==> config.mk <==
export PLATFORM = sky130hd
export DESIGN_NAME = control_sequencer_flat
export DESIGN_NICKNAME = d
export VERILOG_FILES = /design/src/rtl/control_sequencer_if.sv /design/src/rtl/control_sequencer.sv /design/src/flat_wrapper.sv
export SDC_FILE = /design/constraint.sdc
export NUM_CORES = 1
export LEC_CHECK = 0
export BUFFER_PORTS_ARGS = -buffer_cell sky130_fd_sc_hd__buf_4
export CORE_UTILIZATION = 40
export DETAILED_ROUTE_END_ITERATION = 12
export PLACE_DENSITY = 0.6
export SLEW_MARGIN = 5
export SYNTH_ARGS = -nofsm -noshare
export SYNTH_HDL_FRONTEND = slang
export SYNTH_SLANG_ARGS = --single-unit
==> constraint.sdc <==
create_clock -name clk -period 3.9 [get_ports clk]
set_input_delay 0.39 -clock clk [delete_from_list [all_inputs] [get_ports clk]]
set_output_delay 0.39 -clock clk [all_outputs]
set_load 0.005 [all_outputs]
==> src/rtl/control_sequencer_if.sv <==
//------------------------------------------------------------------------------
// control_sequencer_if : instruction/strobe bundle between sequencer and core.
// Revision: 1.0
//------------------------------------------------------------------------------
`default_nettype none

interface control_sequencer_if #(
   parameter int OPC_W  = 8,
   parameter int RA_W   = 8,
   parameter int DATA_W = 8,
   parameter int PC_W   = 8
);
   logic [OPC_W+RA_W+DATA_W-1:0] i_instr;
   logic                         i_instr_valid;
   logic [PC_W-1:0]              i_pc_value;
   logic                         o_pc_load;
   logic [PC_W-1:0]              o_pc_load_val;
   logic                         o_pc_inc;
   logic                         o_mar_load;
   logic                         o_ir_load;
   logic                         o_reg_re;
   logic                         o_reg_we;
   logic [RA_W-1:0]              o_rd_addr_a;
   logic [RA_W-1:0]              o_rd_addr_b;
   logic [RA_W-1:0]              o_wr_addr;
   logic [DATA_W-1:0]            o_wr_data;
   logic                         o_mem_re;
   logic                         o_mem_we;
   logic [DATA_W-1:0]            o_mem_addr;
   logic [OPC_W-1:0]             o_alu_sel;
   logic [1:0]                   o_path_sel;
   logic [3:0]                   o_state_out;
   logic [OPC_W-1:0]             o_opcode_out;
   logic                         o_illegal_op;
   logic                         o_stack_err;

   modport master (
      input  i_instr, i_instr_valid, i_pc_value,
      output o_pc_load, o_pc_load_val, o_pc_inc, o_mar_load, o_ir_load,
             o_reg_re, o_reg_we, o_rd_addr_a, o_rd_addr_b, o_wr_addr, o_wr_data,
             o_mem_re, o_mem_we, o_mem_addr, o_alu_sel, o_path_sel,
             o_state_out, o_opcode_out, o_illegal_op, o_stack_err
   );

   modport slave (
      output i_instr, i_instr_valid, i_pc_value,
      input  o_pc_load, o_pc_load_val, o_pc_inc, o_mar_load, o_ir_load,
             o_reg_re, o_reg_we, o_rd_addr_a, o_rd_addr_b, o_wr_addr, o_wr_data,
             o_mem_re, o_mem_we, o_mem_addr, o_alu_sel, o_path_sel,
             o_state_out, o_opcode_out, o_illegal_op, o_stack_err
   );
endinterface

`default_nettype wire

==> src/rtl/control_sequencer.sv <==
//------------------------------------------------------------------------------
// control_sequencer : fetch/decode/execute FSM with return-address stack.
// Optional macro CTRL_STACK_GUARD_EN: stack overflow/underflow traps to ERROR.
// Revision: 1.0
//------------------------------------------------------------------------------
`default_nettype none

module control_sequencer #(
   parameter int OPC_W       = 8,
   parameter int RA_W        = 8,
   parameter int DATA_W      = 8,
   parameter int PC_W        = 8,
   parameter int STACK_DEPTH = 16
) (
   input  wire                 clk,
   input  wire                 rst_n,
   control_sequencer_if.master bus
);
   localparam int SP_W = $clog2(STACK_DEPTH) + 1;
   localparam int IX_W = SP_W - 1;
   localparam int IW   = OPC_W + RA_W + DATA_W;

   typedef enum logic [3:0] {
      S_IDLE = 4'd0, S_FETCH_0 = 4'd1, S_FETCH_1 = 4'd2, S_FETCH_2 = 4'd3,
      S_DECODE = 4'd4, S_IMM = 4'd5, S_MEM_0 = 4'd6, S_MEM_1 = 4'd7,
      S_EX_0 = 4'd8, S_EX_1 = 4'd9, S_EX_2 = 4'd10, S_JMP = 4'd11,
      S_CALL = 4'd12, S_RET = 4'd13, S_ERROR = 4'd14
   } state_t;

   typedef enum logic [3:0] {
      K_ILL = 4'd0, K_IMM = 4'd1, K_SDIR = 4'd2, K_LDIR = 4'd3, K_MOV = 4'd4,
      K_ALU = 4'd5, K_CMP = 4'd6, K_JMP = 4'd7, K_CALL = 4'd8, K_RET = 4'd9
   } kind_t;

   function automatic kind_t f_kind(input logic [OPC_W-1:0] op);
      kind_t k;
      k = K_ILL;
      case (op)
         OPC_W'(8'h01), OPC_W'(8'h18): k = K_IMM;
         OPC_W'(8'h02):                k = K_SDIR;
         OPC_W'(8'h19):                k = K_LDIR;
         OPC_W'(8'h1A):                k = K_MOV;
         OPC_W'(8'h1B):                k = K_CMP;
         OPC_W'(8'h1C):                k = K_JMP;
         OPC_W'(8'h1D):                k = K_CALL;
         OPC_W'(8'h1E):                k = K_RET;
         OPC_W'(8'h03), OPC_W'(8'h04), OPC_W'(8'h05), OPC_W'(8'h06),
         OPC_W'(8'h07), OPC_W'(8'h08), OPC_W'(8'h09), OPC_W'(8'h0A),
         OPC_W'(8'h0D), OPC_W'(8'h0E), OPC_W'(8'h0F), OPC_W'(8'h10),
         OPC_W'(8'h11), OPC_W'(8'h12), OPC_W'(8'h14), OPC_W'(8'h15),
         OPC_W'(8'h16), OPC_W'(8'h17): k = K_ALU;
         default:                      k = K_ILL;
      endcase
      return k;
   endfunction

   state_t            r_state;
   kind_t             r_kind;
   logic [RA_W-1:0]   r_fa;
   logic [DATA_W-1:0] r_fb;
   logic [SP_W-1:0]   r_sp;
   logic [PC_W-1:0]   r_stack [STACK_DEPTH];

   logic              r_pc_load, r_pc_inc, r_mar_load, r_ir_load;
   logic              r_reg_re, r_reg_we, r_mem_re, r_mem_we;
   logic              r_illegal_op, r_stack_err;
   logic [PC_W-1:0]   r_pc_load_val;
   logic [RA_W-1:0]   r_rd_addr_a, r_rd_addr_b, r_wr_addr;
   logic [DATA_W-1:0] r_wr_data, r_mem_addr;
   logic [OPC_W-1:0]  r_alu_sel, r_opcode_out;
   logic [1:0]        r_path_sel;

   logic [OPC_W-1:0]  w_opc;
   logic [RA_W-1:0]   w_fa;
   logic [DATA_W-1:0] w_fb;
   kind_t             w_kind;
   logic              w_full, w_empty, w_call_err, w_ret_err, w_push;
   logic [IX_W-1:0]   w_push_idx, w_pop_idx;
   logic [PC_W-1:0]   w_top;
   logic [OPC_W-1:0]  w_alu_hold;

   assign w_opc  = bus.i_instr[IW-1 -: OPC_W];
   assign w_fa   = bus.i_instr[DATA_W +: RA_W];
   assign w_fb   = bus.i_instr[DATA_W-1:0];
   assign w_kind = f_kind(w_opc);

   assign w_full     = (r_sp == SP_W'(STACK_DEPTH));
   assign w_empty    = (r_sp == '0);
`ifdef CTRL_STACK_GUARD_EN
   assign w_call_err = w_full;
   assign w_ret_err  = w_empty;
`else
   assign w_call_err = 1'b0;
   assign w_ret_err  = 1'b0;
`endif
   // A full stack without the guard keeps rewriting its top entry.
   assign w_push     = (r_state == S_DECODE) && (r_kind == K_CALL) && !w_call_err;
   assign w_push_idx = w_full ? IX_W'(STACK_DEPTH - 1) : r_sp[IX_W-1:0];
   assign w_pop_idx  = IX_W'(r_sp - 1'b1);
   assign w_top      = w_empty ? '0 : r_stack[w_pop_idx];
   assign w_alu_hold = (r_kind == K_ALU || r_kind == K_CMP) ? r_opcode_out : '0;

   always_ff @(posedge clk) begin
      if (w_push) r_stack[w_push_idx] <= bus.i_pc_value;
   end

   always_ff @(posedge clk or negedge rst_n) begin
      if (!rst_n) begin
         r_state <= S_IDLE;   r_kind <= K_ILL;      r_fa <= '0;          r_fb <= '0;
         r_sp <= '0;          r_pc_load <= 1'b0;    r_pc_load_val <= '0; r_pc_inc <= 1'b0;
         r_mar_load <= 1'b0;  r_ir_load <= 1'b0;    r_reg_re <= 1'b0;    r_reg_we <= 1'b0;
         r_rd_addr_a <= '0;   r_rd_addr_b <= '0;    r_wr_addr <= '0;     r_wr_data <= '0;
         r_mem_re <= 1'b0;    r_mem_we <= 1'b0;     r_mem_addr <= '0;    r_alu_sel <= '0;
         r_path_sel <= '0;    r_opcode_out <= '0;   r_illegal_op <= 1'b0; r_stack_err <= 1'b0;
      end else begin
         r_pc_load <= 1'b0;   r_pc_load_val <= '0;  r_pc_inc <= 1'b0;    r_mar_load <= 1'b0;
         r_ir_load <= 1'b0;   r_reg_re <= 1'b0;     r_reg_we <= 1'b0;    r_rd_addr_a <= '0;
         r_rd_addr_b <= '0;   r_wr_addr <= '0;      r_wr_data <= '0;     r_mem_re <= 1'b0;
         r_mem_we <= 1'b0;    r_mem_addr <= '0;     r_alu_sel <= '0;     r_illegal_op <= 1'b0;
         case (r_state)
            S_IDLE, S_IMM, S_MEM_1, S_EX_2, S_JMP, S_CALL, S_RET: begin
               r_state <= S_FETCH_0; r_mar_load <= 1'b1;
            end
            S_FETCH_0: begin r_state <= S_FETCH_1; r_ir_load <= 1'b1; r_pc_inc <= 1'b1; end
            S_FETCH_1: r_state <= S_FETCH_2;
            S_FETCH_2: begin
               if (bus.i_instr_valid) begin
                  r_state <= S_DECODE; r_kind <= w_kind; r_fa <= w_fa; r_fb <= w_fb;
                  r_opcode_out <= w_opc;
                  r_illegal_op <= (w_kind == K_ILL);
                  r_path_sel   <= (w_kind == K_IMM) ? 2'b10 :
                                  (w_kind == K_SDIR || w_kind == K_LDIR) ? 2'b01 : 2'b00;
               end
            end
            S_DECODE: begin
               case (r_kind)
                  K_IMM:  begin r_state <= S_IMM; r_reg_we <= 1'b1; r_wr_addr <= r_fa; r_wr_data <= r_fb; end
                  K_SDIR: begin r_state <= S_MEM_0; r_reg_re <= 1'b1; r_rd_addr_a <= r_fa; end
                  K_LDIR: begin r_state <= S_MEM_0; r_mem_re <= 1'b1; r_mem_addr <= r_fb; end
                  K_MOV:  begin r_state <= S_EX_0; r_reg_re <= 1'b1; r_rd_addr_a <= RA_W'(r_fb); end
                  K_ALU, K_CMP: begin
                     r_state <= S_EX_0; r_reg_re <= 1'b1; r_rd_addr_a <= r_fa;
                     r_rd_addr_b <= RA_W'(r_fb); r_alu_sel <= r_opcode_out;
                  end
                  K_JMP:  begin r_state <= S_JMP; r_pc_load <= 1'b1; r_pc_load_val <= PC_W'(r_fb); end
                  K_CALL: begin
                     if (w_call_err) begin
                        r_state <= S_ERROR; r_stack_err <= 1'b1;
                     end else begin
                        r_state <= S_CALL; r_pc_load <= 1'b1; r_pc_load_val <= PC_W'(r_fb);
                        if (!w_full) r_sp <= r_sp + 1'b1;
                     end
                  end
                  K_RET: begin
                     if (w_ret_err) begin
                        r_state <= S_ERROR; r_stack_err <= 1'b1;
                     end else begin
                        r_state <= S_RET; r_pc_load <= 1'b1; r_pc_load_val <= w_top;
                        if (!w_empty) r_sp <= r_sp - 1'b1;
                     end
                  end
                  default: begin r_state <= S_FETCH_0; r_mar_load <= 1'b1; end
               endcase
            end
            S_MEM_0: begin
               r_state <= S_MEM_1;
               if (r_kind == K_SDIR) begin r_mem_we <= 1'b1; r_mem_addr <= r_fb; end
               else begin r_reg_we <= 1'b1; r_wr_addr <= r_fa; end
            end
            S_EX_0: begin r_state <= S_EX_1; r_alu_sel <= w_alu_hold; end
            S_EX_1: begin
               r_state <= S_EX_2; r_alu_sel <= w_alu_hold;
               if (r_kind != K_CMP) begin r_reg_we <= 1'b1; r_wr_addr <= r_fa; end
            end
            S_ERROR: r_state <= S_ERROR;
            default: r_state <= S_IDLE;
         endcase
      end
   end

   assign bus.o_pc_load     = r_pc_load;
   assign bus.o_pc_load_val = r_pc_load_val;
   assign bus.o_pc_inc      = r_pc_inc;
   assign bus.o_mar_load    = r_mar_load;
   assign bus.o_ir_load     = r_ir_load;
   assign bus.o_reg_re      = r_reg_re;
   assign bus.o_reg_we      = r_reg_we;
   assign bus.o_rd_addr_a   = r_rd_addr_a;
   assign bus.o_rd_addr_b   = r_rd_addr_b;
   assign bus.o_wr_addr     = r_wr_addr;
   assign bus.o_wr_data     = r_wr_data;
   assign bus.o_mem_re      = r_mem_re;
   assign bus.o_mem_we      = r_mem_we;
   assign bus.o_mem_addr    = r_mem_addr;
   assign bus.o_alu_sel     = r_alu_sel;
   assign bus.o_path_sel    = r_path_sel;
   assign bus.o_state_out   = r_state;
   assign bus.o_opcode_out  = r_opcode_out;
   assign bus.o_illegal_op  = r_illegal_op;
   assign bus.o_stack_err   = r_stack_err;
endmodule

`default_nettype wire

==> src/flat_wrapper.sv <==
// flat-port wrapper written by rule: the top's interface ports become plain ports
module control_sequencer_flat 
#(
   parameter int OPC_W       = 8,
   parameter int RA_W        = 8,
   parameter int DATA_W      = 8,
   parameter int PC_W        = 8,
   parameter int STACK_DEPTH = 16
)
  (clk, rst_n, bus_i_instr, bus_i_instr_valid, bus_i_pc_value, bus_o_pc_load, bus_o_pc_load_val, bus_o_pc_inc, bus_o_mar_load, bus_o_ir_load, bus_o_reg_re, bus_o_reg_we, bus_o_rd_addr_a, bus_o_rd_addr_b, bus_o_wr_addr, bus_o_wr_data, bus_o_mem_re, bus_o_mem_we, bus_o_mem_addr, bus_o_alu_sel, bus_o_path_sel, bus_o_state_out, bus_o_opcode_out, bus_o_illegal_op, bus_o_stack_err);
  control_sequencer_if #(.OPC_W(OPC_W), .RA_W(RA_W), .DATA_W(DATA_W), .PC_W(PC_W)) bus_i ();
  input  wire clk;
  input  wire rst_n;
  input wire logic [$bits(bus_i.i_instr)-1:0] bus_i_instr;
  input wire logic [$bits(bus_i.i_instr_valid)-1:0] bus_i_instr_valid;
  input wire logic [$bits(bus_i.i_pc_value)-1:0] bus_i_pc_value;
  output wire logic [$bits(bus_i.o_pc_load)-1:0] bus_o_pc_load;
  output wire logic [$bits(bus_i.o_pc_load_val)-1:0] bus_o_pc_load_val;
  output wire logic [$bits(bus_i.o_pc_inc)-1:0] bus_o_pc_inc;
  output wire logic [$bits(bus_i.o_mar_load)-1:0] bus_o_mar_load;
  output wire logic [$bits(bus_i.o_ir_load)-1:0] bus_o_ir_load;
  output wire logic [$bits(bus_i.o_reg_re)-1:0] bus_o_reg_re;
  output wire logic [$bits(bus_i.o_reg_we)-1:0] bus_o_reg_we;
  output wire logic [$bits(bus_i.o_rd_addr_a)-1:0] bus_o_rd_addr_a;
  output wire logic [$bits(bus_i.o_rd_addr_b)-1:0] bus_o_rd_addr_b;
  output wire logic [$bits(bus_i.o_wr_addr)-1:0] bus_o_wr_addr;
  output wire logic [$bits(bus_i.o_wr_data)-1:0] bus_o_wr_data;
  output wire logic [$bits(bus_i.o_mem_re)-1:0] bus_o_mem_re;
  output wire logic [$bits(bus_i.o_mem_we)-1:0] bus_o_mem_we;
  output wire logic [$bits(bus_i.o_mem_addr)-1:0] bus_o_mem_addr;
  output wire logic [$bits(bus_i.o_alu_sel)-1:0] bus_o_alu_sel;
  output wire logic [$bits(bus_i.o_path_sel)-1:0] bus_o_path_sel;
  output wire logic [$bits(bus_i.o_state_out)-1:0] bus_o_state_out;
  output wire logic [$bits(bus_i.o_opcode_out)-1:0] bus_o_opcode_out;
  output wire logic [$bits(bus_i.o_illegal_op)-1:0] bus_o_illegal_op;
  output wire logic [$bits(bus_i.o_stack_err)-1:0] bus_o_stack_err;
  assign bus_i.i_instr = bus_i_instr;
  assign bus_i.i_instr_valid = bus_i_instr_valid;
  assign bus_i.i_pc_value = bus_i_pc_value;
  assign bus_o_pc_load = bus_i.o_pc_load;
  assign bus_o_pc_load_val = bus_i.o_pc_load_val;
  assign bus_o_pc_inc = bus_i.o_pc_inc;
  assign bus_o_mar_load = bus_i.o_mar_load;
  assign bus_o_ir_load = bus_i.o_ir_load;
  assign bus_o_reg_re = bus_i.o_reg_re;
  assign bus_o_reg_we = bus_i.o_reg_we;
  assign bus_o_rd_addr_a = bus_i.o_rd_addr_a;
  assign bus_o_rd_addr_b = bus_i.o_rd_addr_b;
  assign bus_o_wr_addr = bus_i.o_wr_addr;
  assign bus_o_wr_data = bus_i.o_wr_data;
  assign bus_o_mem_re = bus_i.o_mem_re;
  assign bus_o_mem_we = bus_i.o_mem_we;
  assign bus_o_mem_addr = bus_i.o_mem_addr;
  assign bus_o_alu_sel = bus_i.o_alu_sel;
  assign bus_o_path_sel = bus_i.o_path_sel;
  assign bus_o_state_out = bus_i.o_state_out;
  assign bus_o_opcode_out = bus_i.o_opcode_out;
  assign bus_o_illegal_op = bus_i.o_illegal_op;
  assign bus_o_stack_err = bus_i.o_stack_err;
  control_sequencer #(.OPC_W(OPC_W), .RA_W(RA_W), .DATA_W(DATA_W), .PC_W(PC_W), .STACK_DEPTH(STACK_DEPTH)) u_core (.clk(clk), .rst_n(rst_n), .bus(bus_i));
endmodule
==> impl_metrics.py, run 1 <==
metrics = {
    "timing": {
        "skew_ns": 0.01973,
        "hold_violations": 0,
        "worst_pin_slew_ns": 0.9940,
        "setup_viol": 0,
        "finalCritPeriodShare_pct": 74.00,
        "grt_setup_unrepaired": "false",
        "tns_ns": 0,
        "min_period_ns": 2.886,
        "slew_headroom_pct": 33.22,
        "fmax_mhz": 346.5,
        "drv_slew": 0,
    },
    "clock_tree": {
        "cts_resized": 0,
        "cts-buffers-inserted": 24,
        "htreeDepth": 1,
        "cts_tree": "yes",
        "cts_setup_buffers": 0,
        "path_clk_slew_ns": 0.06,
        "clkLatencyLatePin_ns": 0.51,
        "hold_buffers": 0,
        "cts_root_buf": "clkbuf_16",
        "cts.sinks": 231,
        "cts_buffer_depth": 3,
    },
    "route": {
        "wl_per_cell_um": 19.31,
        "vias": 5516,
        "drt-initial-drc-count": 409,
        "drc_errors": 0,
        "dr.pass1.iters": 5,
        "viasPerCell": 5.204,
        "ant_nets": 0,
        "wl_mm": 20.47,
    },
    "logic_synthesis": {
        "synth.avg_cell_area_um2": 15.10,
        "synth-simple-area-share_pct": 11.91,
        "synth_xor_area_share_pct": 1.029,
        "synth-compound-area-share_pct": 4.840,
        "synth_top_family_by_area": "simple AND/OR/NAND/NOR gates",
        "synthDistinctLibCells": 62,
        "synthArstFlopShare_pct": 44.59,
        "synth_edf_count": 128,
        "synth_largest_area_cell": "edfxtp_1",
        "synth_nets": 662,
        "synth_ff_type": "edfxtp_1",
        "yosysSeqAreaShare_pct": 68.61,
        "synth-seq-cells": 231,
        "synth-adder-area-share_pct": 0.9358,
        "synthMuxAreaShare_pct": 10.59,
        "syn-instance-count": 620,
        "yosysWarnings": 0,
        "synth.top_cells.by_area": "edfxtp_1, dfrtp_1, mux4_2",
        "netlist.area_leader.share_pct": 41.07,
        "syn_area_um2": 9359,
    },
    "setup_path": {
        "worst_setup_path_start_kind": "register",
        "rr_endpoint": "u_core.r_stack[12][4]$_DFFE_PP_",
        "r2r_start": "u_core.bus.o_state_out[1]$_DFFE_PN0P_",
        "crit_path_end_kind": "register",
        "worst-r2r-cell-count": 4,
        "crit_fanout": 17,
        "cp.required_ns": 4.03,
        "path_class": "register to register",
        "crit_arrival_ns": 3.01,
        "r2r_setup_slack_ns": 1.01,
    },
    "power": {
        "p_int_uw": 4498,
        "power_frac_seq_pct": 49.8,
        "switching_share_pct": 25.77,
        "p_comb_share_pct": 13.9,
        "p_leak_uw": 0.004531,
        "pwr-share-clk_pct": 36.3,
        "powerDensity_nw_per_um2": 538.0,
        "ir_drop_mv": 0.3103,
        "switching_power_uw": 1561,
    },
    "layout": {
        "design_area_um2": 11260,
        "antenna_cells": 0,
        "top_register": "u_core.r_stack",
        "drive_above_1_share_pct": 28.51,
        "n_fill_cell": 1898,
        "largest_register_ffs": 128,
        "area_delta_synth_final_pct": 20.33,
        "num-nets-final": 773,
    },
    "die": {
        "die_x_um": 155.0,
        "start_util_pct": 41.09,
        "coreArea_um2": 22780,
        "dieArea_um2": 24010,
        "die_height_um": 155.0,
        "rows": 55,
        "io_pins": 115,
    },
    "hold_path": {
        "hold_class": "input pin to async pin",
    },
    "global_routing": {
        "grtUsageTotal_pct": 17.31,
        "overflow": 0,
        "grt_pass1_vias": 5524,
        "antenna_found_initial": 0,
        "grt_pass1_wl_mm": 32.04,
        "grt_max_degree": 82,
    },
    "placement": {
        "gp_congestion": 0.8575,
        "io_buffers": 113,
        "place.detailed.hpwl_mm": 13.80,
        "detailed_place.area_um2": 10480,
    },
    "run": {
        "maxCapViolations": 0,
    },
    "outcome": {
        "status": "complete, no violations",
    },
}
[per-stage QoR]
step | hold slack [ns] | util, % | worst slack, ns | instances | power, uW
floorplan | 0.09441 | - | 1.025 | 620 | 3536
global placement | 0.4846 | 46.03 | 1.131 | 1018 | 3885
detailed placement | 0.4852 | 46.03 | 1.054 | 1018 | 3910
CTS | 0.05775 | 49.44 | 1.034 | 1060 | 6125
global route | 0.06695 | 49.44 | 0.8587 | 1060 | 6328
finish | 0.06661 | 49.44 | 1.014 | 1060 | 6059
[synthesized netlist by cell type, types with 9 or more instances]
cell	instances
nor2_1	40
a21oi_1	13
dfrtp_1	103
o21ai_0	9
and2_1	35
nor3_1	13
mux2i_1	9
mux2_2	14
edfxtp_1	128
nand2_1	68
mux4_2	33
clkbuf_1	22
nor2b_1	15
[logic make-up after synthesis]
family                     after synthesis
muxes                                   56
DFF                                    231
AOI/OAI and AO/OA                       60
buffers and inverters                   41
adders and majority gates                7
and+or+nand+nor                        213
other                                    1
xor gates and xnor gates                11
[cell type report]
cell class	count	area, um2	share of cell area, %
clock buffer	34	710.7	6.310
clock inverter	8	67.56	0.5999
inverter	6	22.52	0.2000
multi-input combinational	348	2746	24.39
sequential	231	6422	57.03
tap	313	391.6	3.477
timing repair buffer	120	900.9	7.999
[power groups by stage]
| stage | Sequential [uW] | Combinational, uW | Clock, uW |
|---|---|---|---|
| global placement | 3050 | 840 | 0 |
| floorplan | 2910 | 624 | 0 |
| detailed placement | 3060 | 849 | 0 |
| global route | 3050 | 930 | 2350 |
| finish | 3020 | 843 | 2200 |
| CTS | 3010 | 852 | 2260 |
[critical path, cell delays in order (launching register included)]
cell and delay (ns):
dfrtp_1 0.59, or4b_4 0.73, nor3_2 0.32, nand2_1 0.25, nor2_1 0.60
[placed cells by master (no fill, tap or decap), drive strengths merged, types with 3 or more instances in the layout]
cell type,instances
clkbuf,34
a221o,8
ha,7
mux4,33
nand2b,6
xnor2,4
inv,6
buf,120
a21oi,13
nor4b,3
nor3,14
clkinv,5
xor2,7
o21ai,10
mux2,14
nand3,8
nand4,3
nor2b,15
edfxtp,128
a22oi,8
or4b,3
nand2,68
nor2,40
nor4bb,3
nor3b,4
mux2i,9
and2,35
dfrtp,103
[how the worst max path moves through the flow]
stage,start,end,slack [ns],cells past startpoint
after floorplan,u_core.r_sp[0]$_DFFE_PN0P_,u_core.bus.o_pc_load_val[5]$_DFF_PN0_,1.03,9
after global placement,u_core.bus.o_state_out[1]$_DFFE_PN0P_,u_core.r_stack[2][2]$_DFFE_PP_,1.13,4
after detailed placement,u_core.bus.o_state_out[1]$_DFFE_PN0P_,u_core.r_stack[0][4]$_DFFE_PP_,1.05,4
after CTS,u_core.bus.o_state_out[1]$_DFFE_PN0P_,u_core.r_stack[0][0]$_DFFE_PP_,1.03,4
after global routing,u_core.bus.o_state_out[1]$_DFFE_PN0P_,u_core.r_stack[2][6]$_DFFE_PP_,0.86,4
final,u_core.bus.o_state_out[1]$_DFFE_PN0P_,u_core.r_stack[12][4]$_DFFE_PP_,1.01,4
[per-layer routing]
layer  vias up  part of all wire (%)  wire length, um  GRT usage (%)
met1      2748                    46             9427          25.21
li1       2513                     -                -              -
met4         0                   2.5              508          5.092
met2       218                    46             9313          26.71
met5         -                     0                0              0
met3        37                   6.0             1219          2.925
(Power assumes the default switching activity.)
==> inputs of run 2 (changes only) <==
--- a/config.mk
+++ b/config.mk
@@ -5,10 +5,11 @@
 export SDC_FILE = /design/constraint.sdc
 export NUM_CORES = 1
 export LEC_CHECK = 0
+export ABC_AREA = 1
 export BUFFER_PORTS_ARGS = -buffer_cell sky130_fd_sc_hd__buf_4
 export CORE_UTILIZATION = 40
 export DETAILED_ROUTE_END_ITERATION = 12
-export PLACE_DENSITY = 0.6
+export PLACE_DENSITY = 0.62
 export SLEW_MARGIN = 5
 export SYNTH_ARGS = -nofsm -noshare
 export SYNTH_HDL_FRONTEND = slang
==> constraint.sdc (replaced) <==
create_clock -name clk -period 2.6 [get_ports clk]
set_input_delay 0.26 -clock clk [delete_from_list [all_inputs] [get_ports clk]]
set_output_delay 0.26 -clock clk [all_outputs]
set_load 0.005 [all_outputs]
==> run 2 against run 1 <==
  * Clock skew shrank 0.012 ns
  * Combinational power grew 110%
  * Total power grew 60%
  * Sequential power grew 46%
  * Fmax grew 18%
  * Critical path depth grew 4
  * Cell area grew 4.9%
  * Die area grew 1.9%
  * Worst setup slack lost 0.87 ns
  * Critical path type unchanged
  * Largest cell class unchanged
  * Highest routed layer unchanged
==> impl_metrics.py, run 2 <==
metrics = {
    "outcome": {
        "status": "complete, no violations",
    },
    "clock_tree": {
        "path_clk_slew_ns": 0.06,
        "htreeDepth": 1,
        "cts-buffers-inserted": 25,
        "cts_buffer_depth": 3,
        "cts_tree": "yes",
        "clkLatencyLatePin_ns": 0.51,
        "cts_root_buf": "clkbuf_16",
        "cts.sinks": 231,
    },
    "placement": {
        "place.detailed.hpwl_mm": 15.21,
        "io_buffers": 113,
        "detailed_place.area_um2": 10800,
        "dp_slack_ns": 0.2443,
        "gp_congestion": 0.8219,
    },
    "timing": {
        "tns_ns": 0,
        "hold_violations": 0,
        "finalCritPeriodShare_pct": 94.35,
        "fmax_mhz": 407.6,
        "grt_setup_unrepaired": "false",
        "worst_pin_slew_ns": 0.7398,
        "slew_headroom_pct": 50.68,
        "setup_slack_ns": 0.1468,
        "skew_ns": 0.007974,
        "min_period_ns": 2.453,
        "drv_slew": 0,
        "setup_viol": 0,
    },
    "logic_synthesis": {
        "yosysWarnings": 0,
        "synthArstFlopShare_pct": 44.59,
        "synth_nets": 917,
        "synth.top_cells.by_area": "edfxtp_1, dfrtp_1, nand2_1",
        "syn_area_um2": 9543,
        "netlist.area_leader.share_pct": 40.28,
        "synth_largest_area_cell": "edfxtp_1",
        "synth_edf_count": 128,
        "synth_commonest_cells": "nand2_1, nand3_1, edfxtp_1",
        "synth.avg_cell_area_um2": 10.91,
        "syn-instance-count": 875,
        "synth-seq-cells": 231,
        "synth_most_common_cell": "nand2_1",
        "yosysSeqAreaShare_pct": 67.29,
        "synth_ff_type": "edfxtp_1",
        "synthDistinctLibCells": 39,
    },
    "die": {
        "coreArea_um2": 23400,
        "die_x_um": 156.5,
        "io_pins": 115,
        "dieArea_um2": 24480,
        "start_util_pct": 40.78,
        "rows": 56,
        "die_height_um": 156.5,
    },
    "setup_path": {
        "rr_endpoint": "u_core.r_stack[7][5]$_DFFE_PP_",
        "r2r_start": "u_core.r_sp[1]$_DFFE_PN0P_",
        "worst-r2r-cell-count": 8,
        "crit_arrival_ns": 2.60,
        "worst_setup_path_start_kind": "register",
        "crit_path_end_kind": "register",
        "crit_fanout": 8,
        "path_class": "register to register",
        "cp.required_ns": 2.74,
        "r2r_setup_slack_ns": 0.15,
    },
    "route": {
        "wl_mm": 23.12,
        "vias": 6896,
        "wl_per_cell_um": 17.02,
        "drc_errors": 0,
        "dr.pass1.iters": 5,
        "viasPerCell": 5.074,
        "drt-initial-drc-count": 420,
        "ant_nets": 0,
    },
    "layout": {
        "largest_register_ffs": 128,
        "antenna_cells": 0,
        "num-nets-final": 1067,
        "drive_above_1_share_pct": 20.48,
        "final_common_cell": "nand2_1",
        "design_area_um2": 11820,
        "n_fill_cell": 2056,
        "top_register": "u_core.r_stack",
        "multi_input_area_um2": 2705,
        "area_delta_synth_final_pct": 23.82,
        "seq_area_um2": 6422,
        "final_cell_mix": "nand2_1, nand3_1, buf_4",
    },
    "global_routing": {
        "overflow": 0,
        "antenna_found_initial": 0,
        "grt_pass1_wl_mm": 36.01,
        "grt_max_degree": 70,
        "grt_pass1_vias": 6753,
        "grtUsageTotal_pct": 19.20,
    },
    "run": {
        "maxCapViolations": 0,
    },
    "power": {
        "powerDensity_nw_per_um2": 817.9,
        "p_leak_uw": 0.005024,
        "ir_drop_mv": 0.6017,
    },
    "hold_path": {
        "hold_end": "u_core.bus.o_opcode_out[1]$_DFFE_PN0P_",
        "holdPathStages": 3,
        "hold_class": "input pin to register",
        "hp-start": "bus_i_instr[17]",
    },
}
==> run 2: changes by cell type in the layout (fill, tap and decap cells not counted), sizes merged, moves of 13 or more <==
cell / before / now
and2: 35 / 0
buf: 120 / 141
nand3: 8 / 146
mux2: 14 / 0
mux4: 33 / 0
nor2: 40 / 53
nand2: 68 / 231
inv: 6 / 53
nor2b: 15 / 0
o21ai: 10 / 42
dlygate4sd3: 0 / 20
==> run 2: through the flow <==
step,hold slack (ns),power [uW],util (%),cells
finish,0.07519,9665,50.49,1359
global route,0.09413,10120,50.49,1359
CTS,0.06445,9731,50.49,1359
detailed placement,0.3308,6167,46.15,1297
global placement,0.3322,6134,46.15,1297
floorplan,-0.03559,5484,-,875
==> run 2: repair_timing <==
item                      CTS  global route
gates resized for setup     0             0
hold endpoints to repair   69             0
hold buffers               20             0
buffers inserted            0             0
==> run 2: worst max-delay path by stage <==
| stage | slack, ns | from | endpoint |
|---|---|---|---|
| CTS | 0.17 | u_core.r_sp[1]$_DFFE_PN0P_ | u_core.r_stack[7][5]$_DFFE_PP_ |
| global placement | 0.34 | u_core.r_sp[1]$_DFFE_PN0P_ | u_core.r_stack[7][5]$_DFFE_PP_ |
| floorplan | 0.06 | u_core.r_sp[0]$_DFFE_PN0P_ | u_core.r_stack[2][0]$_DFFE_PP_ |
| finish | 0.15 | u_core.r_sp[1]$_DFFE_PN0P_ | u_core.r_stack[7][5]$_DFFE_PP_ |
| global route | 0.004 | u_core.r_sp[1]$_DFFE_PN0P_ | u_core.r_stack[7][3]$_DFFE_PP_ |
| detailed placement | 0.24 | u_core.r_sp[1]$_DFFE_PN0P_ | u_core.r_stack[7][4]$_DFFE_PP_ |
==> run 2: layout make-up <==
cell class              count  area share [%]
multi-input cells         553           22.89
flip-flops and latches    231           54.35
inverters                  53           1.705
clock buffers              32           5.601
clock inverters            10           1.313
well taps                 319           3.378
repair buffers            161           10.76
==> run 2: routing by layer <==
metal	wire length, um	GRT usage (%)
met3	1189	3.019
met1	9706	25.15
met5	0	0
met2	11730	32.80
met4	497	5.742
==> run 2: logic make-up after synthesis <==
group | count (synthesis) | share of synthesized area [%]
AOI/OAI and AO/OA | 72 | 4.432
other | 1 | 0.03930
xor gates and xnor gates | 5 | 0.4589
DFF | 231 | 67.29
adders and majority gates | 7 | 0.9178
and+or+nand+nor | 468 | 22.50
buffers and inverters | 91 | 4.366
==> run 2: critical path: stages, from the launching register on <==
cell and delay (ns):
dfrtp_1 0.44, inv_1 0.17, ha_1 0.24, nand2_1 0.07, nor2_1 0.13, nand2_1 0.20, o21ai_0 0.13, nand2_1 0.15
nor2_1 0.56
==> run 2: power by group <==
part | leakage (uW) | switching [uW] | total [uW] | internal [uW]
logic | 0.00209 | 1120 | 1730 | 604
registers | 0.00254 | 248 | 4400 | 4150
clock network | 0.000396 | 1360 | 3540 | 2180
total | 0.00502 | 2730 | 9660 | 6930
==> inputs of run 3 (changes only) <==
--- a/config.mk
+++ b/config.mk
@@ -7,9 +7,11 @@
 export LEC_CHECK = 0
 export ABC_AREA = 1
 export BUFFER_PORTS_ARGS = -buffer_cell sky130_fd_sc_hd__buf_4
-export CORE_UTILIZATION = 40
+export CORE_ASPECT_RATIO = 1.75
+export CORE_UTILIZATION = 52
 export DETAILED_ROUTE_END_ITERATION = 12
-export PLACE_DENSITY = 0.62
+export PLACE_DENSITY = 0.76
+export SKIP_CTS_REPAIR_TIMING = 1
 export SLEW_MARGIN = 5
 export SYNTH_ARGS = -nofsm -noshare
 export SYNTH_HDL_FRONTEND = slang
==> run 3 against run 2 <==
  * The flow now finishes with violations (hold timing)
  * Total power shrank 6.1%
  * Largest cell class unchanged
  * Flip-flop and latch count unchanged
  * Combinational power is essentially flat
  * Routed wire length up 4.7%
  * Clock power fell by 17%
  * Die area down 23%
  * Sequential power barely moved
  * Critical path type unchanged
  * Worst hold slack got worse by 0.11 ns
  * Highest routed layer unchanged
  * Non-clock buffer count decreased by 12
  * Clock-buffer cell count shrank 4
  * Cell area is 3.1% lower
==> impl_metrics.py, run 3 (synthesized netlist as in run 2, its figures left out) <==
metrics = {
    "die": {
        "die_height_um": 181.2,
        "die_x_um": 104.4,
        "coreArea_um2": 17970,
        "rows": 65,
        "dieArea_um2": 18920,
        "io_pins": 115,
        "start_util_pct": 53.09,
    },
    "layout": {
        "largest_register_ffs": 128,
        "antenna_cells": 0,
        "final_common_cell": "nand2_1",
        "final_cell_mix": "nand2_1, nand3_1, buf_4",
        "drive_above_1_share_pct": 20.06,
        "top_register": "u_core.r_stack",
        "final_util_pct": 63.68,
        "num-nets-final": 1050,
        "area_delta_synth_final_pct": 19.93,
        "n_fill_cell": 1403,
        "final_cells": 1256,
    },
    "placement": {
        "place.detailed.hpwl_mm": 16.95,
        "io_buffers": 113,
        "gp_congestion": 0.9418,
        "dp_cells": 1210,
    },
    "route": {
        "wl_mm": 24.22,
        "drc_errors": 0,
        "ant_nets": 0,
        "wl_per_cell_um": 19.28,
        "vias": 6902,
        "viasPerCell": 5.495,
        "drt-initial-drc-count": 461,
        "dr.pass1.iters": 5,
    },
    "timing": {
        "worst_pin_slew_ns": 0.7883,
        "fmax_mhz": 447.1,
        "hold_violations": 8,
        "setup_viol": 0,
        "whs_ns": -0.03383,
        "skew_ns": 0.01733,
        "finalCritPeriodShare_pct": 86.03,
        "slew_headroom_pct": 47.04,
        "grt_setup_unrepaired": "false",
        "drv_slew": 0,
        "min_period_ns": 2.237,
        "tns_ns": 0,
    },
    "power": {
        "powerDensity_nw_per_um2": 793.0,
        "p_leak_uw": 0.004901,
        "ir_drop_mv": 0.6024,
    },
    "clock_tree": {
        "clkLatencyLatePin_ns": 0.50,
        "cts_root_buf": "clkbuf_16",
        "cts_buffer_depth": 3,
        "cts-buffers-inserted": 20,
        "htreeDepth": 1,
        "cts.sinks": 231,
        "path_clk_slew_ns": 0.06,
        "cts_tree": "yes",
    },
    "setup_path": {
        "worst_setup_path_start_kind": "register",
        "path_class": "register to register",
        "crit_fanout": 68,
        "cp.required_ns": 2.98,
        "crit_path_end_kind": "register",
        "crit_arrival_ns": 2.62,
    },
    "outcome": {
        "status": "complete, but fails checks",
        "violations": "hold timing",
    },
    "hold_path": {
        "hold_class": "input pin to register",
    },
    "global_routing": {
        "grt_max_degree": 69,
        "grtUsageTotal_pct": 25.93,
        "grt_pass1_vias": 6910,
        "grt_pass1_wl_mm": 37.08,
        "overflow": 0,
        "antenna_found_initial": 0,
    },
    "run": {
        "maxCapViolations": 0,
    },
}
run 3: changes by cell type in the layout (fill, tap and decap cells not counted):
cell / change
clkbuf_16: -3
buf_4: -3
clkbuf_1: -2
buf_12: +1
bufinv_16: -3
clkinv_1: +2
dlygate4sd3_1: -10
clkbuf_8: +1
clkinvlp_2: +1
clkinv_4: -1
clkinvlp_4: -1
run 3: stage by stage:
| step | worst slack, ns | total power (uW) | instance area [um2] | hold slack [ns] |
|---|---|---|---|---|
| finish | 0.3633 | 9075 | 11440 | -0.03383 |
| global route | 0.1722 | 9468 | 11440 | 0.0003431 |
| CTS | 0.4010 | 9099 | 11340 | -0.2333 |
| detailed placement | 0.4004 | 6166 | 10690 | 0.2868 |
| global placement | 0.4775 | 6120 | 10690 | 0.2905 |
| floorplan | 0.05920 | 5484 | 9543 | -0.03559 |
run 3: worst paths after layout:
path | to | depth (start not counted) | slack [ns] | from
min in group asynchronous | u_core.r_fa[2]$_DFFE_PN0P_ | 2 | 0.34 | rst_n
max in group asynchronous | u_core.bus.o_pc_inc$_DFF_PN0_ | 3 | 1.62 | rst_n
setup reg to reg | u_core.bus.o_pc_load_val[0]$_DFF_PN0_ | 8 | 0.36 | u_core.r_sp[0]$_DFFE_PN0P_
hold / removal | u_core.r_fa[3]$_DFFE_PN0P_ | 3 | -0.03 | bus_i_instr[11]
hold reg to reg | u_core.bus.o_opcode_out[6]$_DFFE_PN0P_ | 2 | 0.51 | u_core.bus.o_opcode_out[6]$_DFFE_PN0P_
setup / recovery | u_core.bus.o_pc_load_val[0]$_DFF_PN0_ | 8 | 0.36 | u_core.r_sp[0]$_DFFE_PN0P_
run 3: power by group:
| group | internal [uW] | switching [uW] | leakage [uW] |
|---|---|---|---|
| logic | 598 | 1120 | 0.00204 |
| registers | 4150 | 260 | 0.00254 |
| clock network | 1690 | 1260 | 0.000321 |
run 3: cell type report:
class,count,area (um2),area share (%)
flip-flops and latches,231,6422,56.12
clock inverters,8,61.31,0.5357
clock buffers,28,593.1,5.182
well taps,234,292.8,2.558
inverters,53,201.4,1.760
multi-input cells,553,2705,23.64
repair buffers,149,1169,10.21
run 3: worst max-delay path: stages (launching register included):
cell and delay (ns):
dfrtp_2 0.40, inv_2 0.07, buf_4 0.56, nand3_1 0.25, nand2_1 0.10, nand2_1 0.21
nand3_1 0.19, nand3_1 0.10, a21oi_1 0.24
run 3: layer usage:
layer  GRT usage, %  routed length (um)
met2          48.95               13480
met5              0                   0
met1          26.46                7958
met4          16.23                1491
met3          3.463                1289
